### config.mk
export PLATFORM = sky130hd
export DESIGN_NAME = key_action_gen
export DESIGN_NICKNAME = d
export VERILOG_FILES = /design/src/rtl/key_action_gen.sv
export SDC_FILE = /design/constraint.sdc
export NUM_CORES = 1
export LEC_CHECK = 0
export BUFFER_PORTS_ARGS = -buffer_cell sky130_fd_sc_hd__buf_2
export CELL_PAD_IN_SITES_DETAIL_PLACEMENT = 1
export CELL_PAD_IN_SITES_GLOBAL_PLACEMENT = 2
export CORE_MARGIN = 5
export CORE_UTILIZATION = 43
export CTS_BUF_LIST = sky130_fd_sc_hd__clkbuf_2 sky130_fd_sc_hd__clkbuf_4 sky130_fd_sc_hd__clkbuf_8
export CTS_CLUSTER_DIAMETER = 100
export DETAILED_ROUTE_END_ITERATION = 10
export PLACE_DENSITY = 0.79
export SLEW_MARGIN = 20
export SYNTH_ARGS = -nofsm -noshare
export SYNTH_HDL_FRONTEND = slang
export SYNTH_SLANG_ARGS = --single-unit
### constraint.sdc
create_clock -name clk -period 2.5 [get_ports clk]
set_clock_uncertainty 0.1 [all_clocks]
set_input_delay 0.5 -clock clk [delete_from_list [all_inputs] [get_ports clk]]
set_output_delay 0.5 -clock clk [all_outputs]
set_load 0.005 [all_outputs]
### src/rtl/key_action_gen.sv
// key_action_gen: N push-button channels turned into action pulses or levels.
// Each channel synchronises its raw key, debounces it with a stability
// counter and detects the rising edge. The rising edge then drives a single
// pulse, a pulse with hold-to-auto-repeat, or a registered (optionally
// inverted) level, depending on the channel's mode bits. An LED toggles on
// every accepted press.
module key_action_gen #(
  parameter int                  NUM_KEYS        = 4,
  parameter int                  DEBOUNCE_CYCLES = 16,
  parameter int                  REPEAT_DELAY    = 1000,
  parameter int                  REPEAT_PERIOD   = 250,
  parameter logic [NUM_KEYS-1:0] REPEAT_MASK     = 4'b1100,
  parameter logic [NUM_KEYS-1:0] LEVEL_MASK      = 4'b0001,
  parameter logic [NUM_KEYS-1:0] INVERT_MASK     = 4'b0001,
  parameter int                  CNT_W           = 16
) (
  input  logic                clk,
  input  logic                rst_n,
  input  logic [NUM_KEYS-1:0] key_in,
  output logic [NUM_KEYS-1:0] action,
  output logic [NUM_KEYS-1:0] led,
  output logic [NUM_KEYS-1:0] key_db
);

  // Terminal counts; each counter is cleared when it reaches its terminal
  // value, so none of them can wrap.
  localparam logic [CNT_W-1:0] DB_LAST  = CNT_W'(DEBOUNCE_CYCLES - 1);
  localparam logic [CNT_W-1:0] DLY_LAST = CNT_W'(REPEAT_DELAY - 1);
  localparam logic [CNT_W-1:0] PER_LAST = CNT_W'(REPEAT_PERIOD - 1);
  localparam logic [CNT_W-1:0] CNT_ONE  = CNT_W'(1);

  // Repeat controller states; non-repeat and level channels stay in IDLE.
  typedef enum logic [1:0] {
    IDLE  = 2'd0,
    DELAY = 2'd1,
    RPT   = 2'd2
  } rpt_state_e;

  for (genvar gi = 0; gi < NUM_KEYS; gi++) begin : g_ch
    localparam bit IS_LEVEL  = LEVEL_MASK[gi];
    localparam bit IS_REPEAT = REPEAT_MASK[gi] & ~LEVEL_MASK[gi];
    localparam bit INV_LEVEL = INVERT_MASK[gi];

    logic             s1_q;
    logic             s2_q;
    logic             db_q;
    logic             db_d;
    logic             db_dly_q;
    logic [CNT_W-1:0] dcnt_q;
    logic [CNT_W-1:0] dcnt_d;
    logic [CNT_W-1:0] rcnt_q;
    rpt_state_e       state_q;
    logic             act_q;
    logic             led_q;
    logic             press;

    // Two-flop synchroniser for the asynchronous key level.
    always_ff @(posedge clk or negedge rst_n) begin
      if (!rst_n) begin
        s1_q <= 1'b0;
        s2_q <= 1'b0;
      end else begin
        s1_q <= key_in[gi];
        s2_q <= s1_q;
      end
    end

    // Debounce: accept the synchronised level only after it has differed
    // from the accepted state for DEBOUNCE_CYCLES consecutive cycles.
    always_comb begin
      db_d   = db_q;
      dcnt_d = '0;
      if (s2_q != db_q) begin
        if (dcnt_q == DB_LAST) begin
          db_d   = s2_q;
          dcnt_d = '0;
        end else begin
          dcnt_d = dcnt_q + CNT_ONE;
        end
      end
    end

    // Debounced state, its one-cycle delayed copy and the stability counter.
    always_ff @(posedge clk or negedge rst_n) begin
      if (!rst_n) begin
        db_q     <= 1'b0;
        db_dly_q <= 1'b0;
        dcnt_q   <= '0;
      end else begin
        db_q     <= db_d;
        db_dly_q <= db_q;
        dcnt_q   <= dcnt_d;
      end
    end

    assign press = db_q & ~db_dly_q;

    // Action generation: level follower, or press/repeat pulse controller.
    // The LED toggles only on the press itself, never on repeats.
    always_ff @(posedge clk or negedge rst_n) begin
      if (!rst_n) begin
        state_q <= IDLE;
        rcnt_q  <= '0;
        act_q   <= 1'b0;
        led_q   <= 1'b0;
      end else begin
        led_q <= led_q ^ press;
        if (IS_LEVEL) begin
          act_q   <= db_q ^ INV_LEVEL;
          state_q <= IDLE;
          rcnt_q  <= '0;
        end else begin
          act_q <= 1'b0;
          case (state_q)
            IDLE: begin
              if (press) begin
                act_q   <= 1'b1;
                rcnt_q  <= '0;
                state_q <= IS_REPEAT ? DELAY : IDLE;
              end
            end
            DELAY: begin
              if (!db_q) begin
                state_q <= IDLE;
                rcnt_q  <= '0;
              end else if (rcnt_q == DLY_LAST) begin
                act_q   <= 1'b1;
                rcnt_q  <= '0;
                state_q <= RPT;
              end else begin
                rcnt_q <= rcnt_q + CNT_ONE;
              end
            end
            RPT: begin
              if (!db_q) begin
                state_q <= IDLE;
                rcnt_q  <= '0;
              end else if (rcnt_q == PER_LAST) begin
                act_q  <= 1'b1;
                rcnt_q <= '0;
              end else begin
                rcnt_q <= rcnt_q + CNT_ONE;
              end
            end
            default: begin
              state_q <= IDLE;
              rcnt_q  <= '0;
            end
          endcase
        end
      end
    end

    assign action[gi] = act_q;
    assign led[gi]    = led_q;
    assign key_db[gi] = db_q;
  end

endmodule

==> metrics.sh <==
SYNTH_CELLS=605
N_FILL_CELL=1532
POSTSYNTH.ASYNCRESETSHARE_PCT=100.0
MAIN_COMBINATIONAL_CELL_FAMILY_BY_AREA_AFTER_SYNTHESIS='simple AND/OR/NAND/NOR gates'
YOSYS.CELL_TYPES.COUNT=53
SYNTH.CELL_AREA_UM2=6151
SYNTH-ADDER-AREA-SHARE_PCT=3.255
TIMING_LIMITED_MAXIMUM_FREQUENCY_MHz=439.5
SYNTH.AREA.MUX_SHARE_PCT=0.7323
FINAL_ANTENNA_NET_COUNT=0
DIE_HEIGHT_UM=129.6
SYNTH_COMPOUND_AREA_SHARE_PCT=7.099
LAYOUT-DRIVE-GT1-SHARE_PCT=10.02
POST_SYNTH.CELL_AREA_AVG_UM2=10.17
CTS-RESIZED-GATES=0
SLEW_HEADROOM_PCT=56.47
CLK_TRANSITION_REPORTED_PATHS_NS=0.07
IO_BUFFER_COUNT=17
DETAILEDROUTE.FIRSTITERATIONVIOLATIONS=155
N_ANTENNA_CELL=0
NUMBER_OF_GLOBAL_ROUTE_VIAS_BEFORE_REPAIR=4743
POST_SYNTH_XOR_AREA_FRACTION_PCT=9.825
SYNTH_SIMPLE_GATE_AREA_SHARE_PCT=25.10
LARGEST_NET_DEGREE_AT_THE_START_OF_GLOBAL_ROUTING=55
FINALHOLDVIOLCOUNT=0
LEAK_PWR_nW=3.102
CTS_BUFFER_DEPTH=2
AREA_GROWTH_PCT=9.561
SYNTH_TOP_FLOP_CELL='dfrtp_1'
NUMCLOCKSINKS=124
STD_CELL_ROWS=43
DESIGN.CORE.AREA_UM2=13930
DETAIL_ROUTE.VIAS_PER_CELL=5.461
ROUTEDWLPERCELL_UM=16.01
SYNTH-SEQ-CELLS=124
END_KIND='register'
DIE_WIDTH_UM=129.6
POSTSYNTHNETCOUNT=627
FINAL_NETS=643
GRTUSAGETOTAL_PCT=17.18
YS_SEQ_AREA_SHARE_PCT=50.45
REGISTER_AREA_UM2=3103
NUM_IO_PINS=18
GPL.FINAL_WEIGHTED_CONGESTION=0.7475
WORSTPATHMAXFANOUT=22
TRITONCTS_BUFFER_COUNT=17
INSERTION_DELAY_NS=0.44
ROUTE.VIAS.TOTAL=4418
NUMBER_OF_ANTENNA_VIOLATIONS_AT_THE_FIRST_CHECK_IN_GLOBAL_ROUTING=0
SYNTH_ENABLE_FLOP_CELLS=0
CLOCK_TREE_FROM_TRITONCTS='done'
AREA_OCCUPIED_BY_MULTI_INPUT_GATES_UM2=2830
SETUP.WORST_PATH.START_CLASS='register'
OUTCOME='finished, final reports clean'
DRV.MAX_CAP_VIOLATION_COUNT=0
DRT_PRE_ANTENNA_ITERS=4
IR_DROP_mV=0.3997
FINAL_CRITICAL_PATH_TIME_INCLUDING_I_O_DELAYS_AND_SETUP_NS=2.276
FINAL-SETUP-VIOL-COUNT=0
FINALCRITPERIODSHARE_PCT=91.02
CRIT_ARRIVAL_NS=2.50
POWER.DENSITY_CELL_AREA_nW_PER_UM2=566.9
DETAILED_PLACE_HPWL_UM=9060
SETUP_TOTAL_NEGATIVE_SLACK_NS=0
WORSTPATHREQUIRED_NS=2.72
GRT_SETUP_UNREPAIRED='no'
CRITICAL_SETUP_PATH_CLASS='reg -> reg'
HOLD_CLASS='in -> reg'
CTS_MAX_LEVEL=4
SYNTH_WARNINGS=0
CTS-ROOT-BUF='clkbuf_8'
POSTROUTEWIRELENGTH_UM=12950
GRT_OVERFLOW_TOTAL=0
HOLDWS_NS=0.06689
POST-LAYOUT-TOTAL-POWER_W=0.003821
GRT_FIRST_PASS_WIRELENGTH_UM=23070
FP.DIEAREA_UM2=16800
DRV_SLEW=0
POST-ROUTE-DRC-COUNT=0
WORST_SLEW_PIN_SLEW_NS=0.6490
INITIAL_UTILIZATION_PCT=44.14
-- what timing repair did --
action | in CTS | in global routing
hold buffers | 1 | 0
setup endpoints to repair | 0 | 0
buffers inserted | 0 | 0
hold endpoints to repair | 37 | 0
-- logic make-up (layout without fill, tap and decap cells) --
kind of cell	Yosys count	in the layout
simple gates	287	287
flops	124	124
xor+xnor	69	69
compound gates	64	64
buf+inv	41	65
fa+ha+maj	16	16
mux	4	4
-- cell usage after synthesis (all sizes together) (3+ instances only) --
cell type	count	share of area, %
nand2	45	2.7
and2	9	0.92
nand4	26	2.8
and3	26	2.6
nand2b	7	0.71
a21o	6	0.73
and4	9	1.3
ha	16	3.3
nor2b	3	0.31
nand3b	4	0.49
dfrtp	124	50
xor2	39	5.6
nand3	28	2.4
xnor2	30	4.3
o21ai	22	1.8
nor4	19	2.4
or3	8	0.81
inv	14	0.85
nor2	82	5.0
a21oi	11	0.89
clkbuf	10	0.61
buf	17	2.1
nor3	8	0.65
a22o	6	0.85
nor3b	3	0.37
o2bb2ai	3	0.43
mux2	4	0.73
nor4b	3	0.43
-- layer usage --
| layer | GRT usage (%) | part of all wire [%] | vias to the layer above |
|---|---|---|---|
| met4 | 6.357 | 1.6 | 0 |
| li1 | - | - | 2146 |
| met2 | 26.99 | 47 | 49 |
| met5 | 0 | 0 | - |
| met3 | 4.163 | 3.1 | 17 |
| met1 | 23.17 | 49 | 2206 |
-- worst max-delay path, stage by stage, from the launching register on --
cell,delay [ns]
dfrtp_1,0.42
ha_1,0.24
and4bb_4,0.25
nand4_2,0.15
a22oi_4,0.56
nor2_2,0.17
a22o_1,0.25
-- final timing paths --
path | startpoint | end | slack [ns] | depth (start not counted)
max in group asynchronous | rst_n | g_ch[3].dcnt_q[7]$_DFF_PN0_ | 1.14 | 3
worst min-delay path | key_in[0] | g_ch[0].s1_q$_DFF_PN0_ | 0.07 | 1
worst max register to register | g_ch[2].rcnt_q[0]$_DFFE_PN0P_ | g_ch[2].rcnt_q[4]$_DFFE_PN0P_ | 0.22 | 6
worst min register to register | g_ch[1].s1_q$_DFF_PN0_ | g_ch[1].s2_q$_DFF_PN0_ | 0.26 | 0
min in group asynchronous | rst_n | g_ch[1].dcnt_q[3]$_DFF_PN0_ | 0.48 | 2
worst max-delay path | g_ch[2].rcnt_q[0]$_DFFE_PN0P_ | g_ch[2].rcnt_q[4]$_DFFE_PN0P_ | 0.22 | 6
-- cells in the final DEF, fill, tap and decap left out, types with 17 or more instances in the layout --
master / n
nand2_1: 45
xnor2_1: 30
xor2_1: 39
clkbuf_8: 22
and3_1: 26
nand4_1: 24
nor2_1: 81
nand3_1: 27
dfrtp_1: 124
nor4_1: 17
o21ai_0: 17
-- area by class of cell --
class	count	share of cell area, %
Inverter	14	0.7798
Clock buffer	25	4.827
Multi-Input combinational cell	440	42.00
Tap cell	180	3.342
Clock inverter	2	0.5199
Timing Repair Buffer	24	2.488
Sequential cell	124	46.05
-- power by group --
part           leakage [nW]  switching, W  total [W]  internal [W]
sequential             1.70     0.0000164    0.00205       0.00203
combinational          1.21     0.0000823   0.000117     0.0000348
clock                 0.190      0.000733    0.00166      0.000923
-- flip-flops by register name, indices dropped and copies added (netlist names) --
signal and count:
g_ch.act_q 4, g_ch.db_dly_q 4, g_ch.db_q 4, g_ch.dcnt_q 64
g_ch.led_q 4, g_ch.rcnt_q 32, g_ch.s1_q 4, g_ch.s2_q 4
g_ch.state_q 4
-- through the flow --
stage	util, %	instance area (µm²)	instances	setup slack [ns]
floorplan	-	6151	605	0.5817
detailed placement	45.70	6369	781	0.2163
global route	48.36	6739	809	0.06281
global placement	45.70	6369	781	0.2877
finish	48.36	6739	809	0.2245
CTS	48.36	6739	809	0.2200
Note: power is estimated with default switching activity, not from simulation.
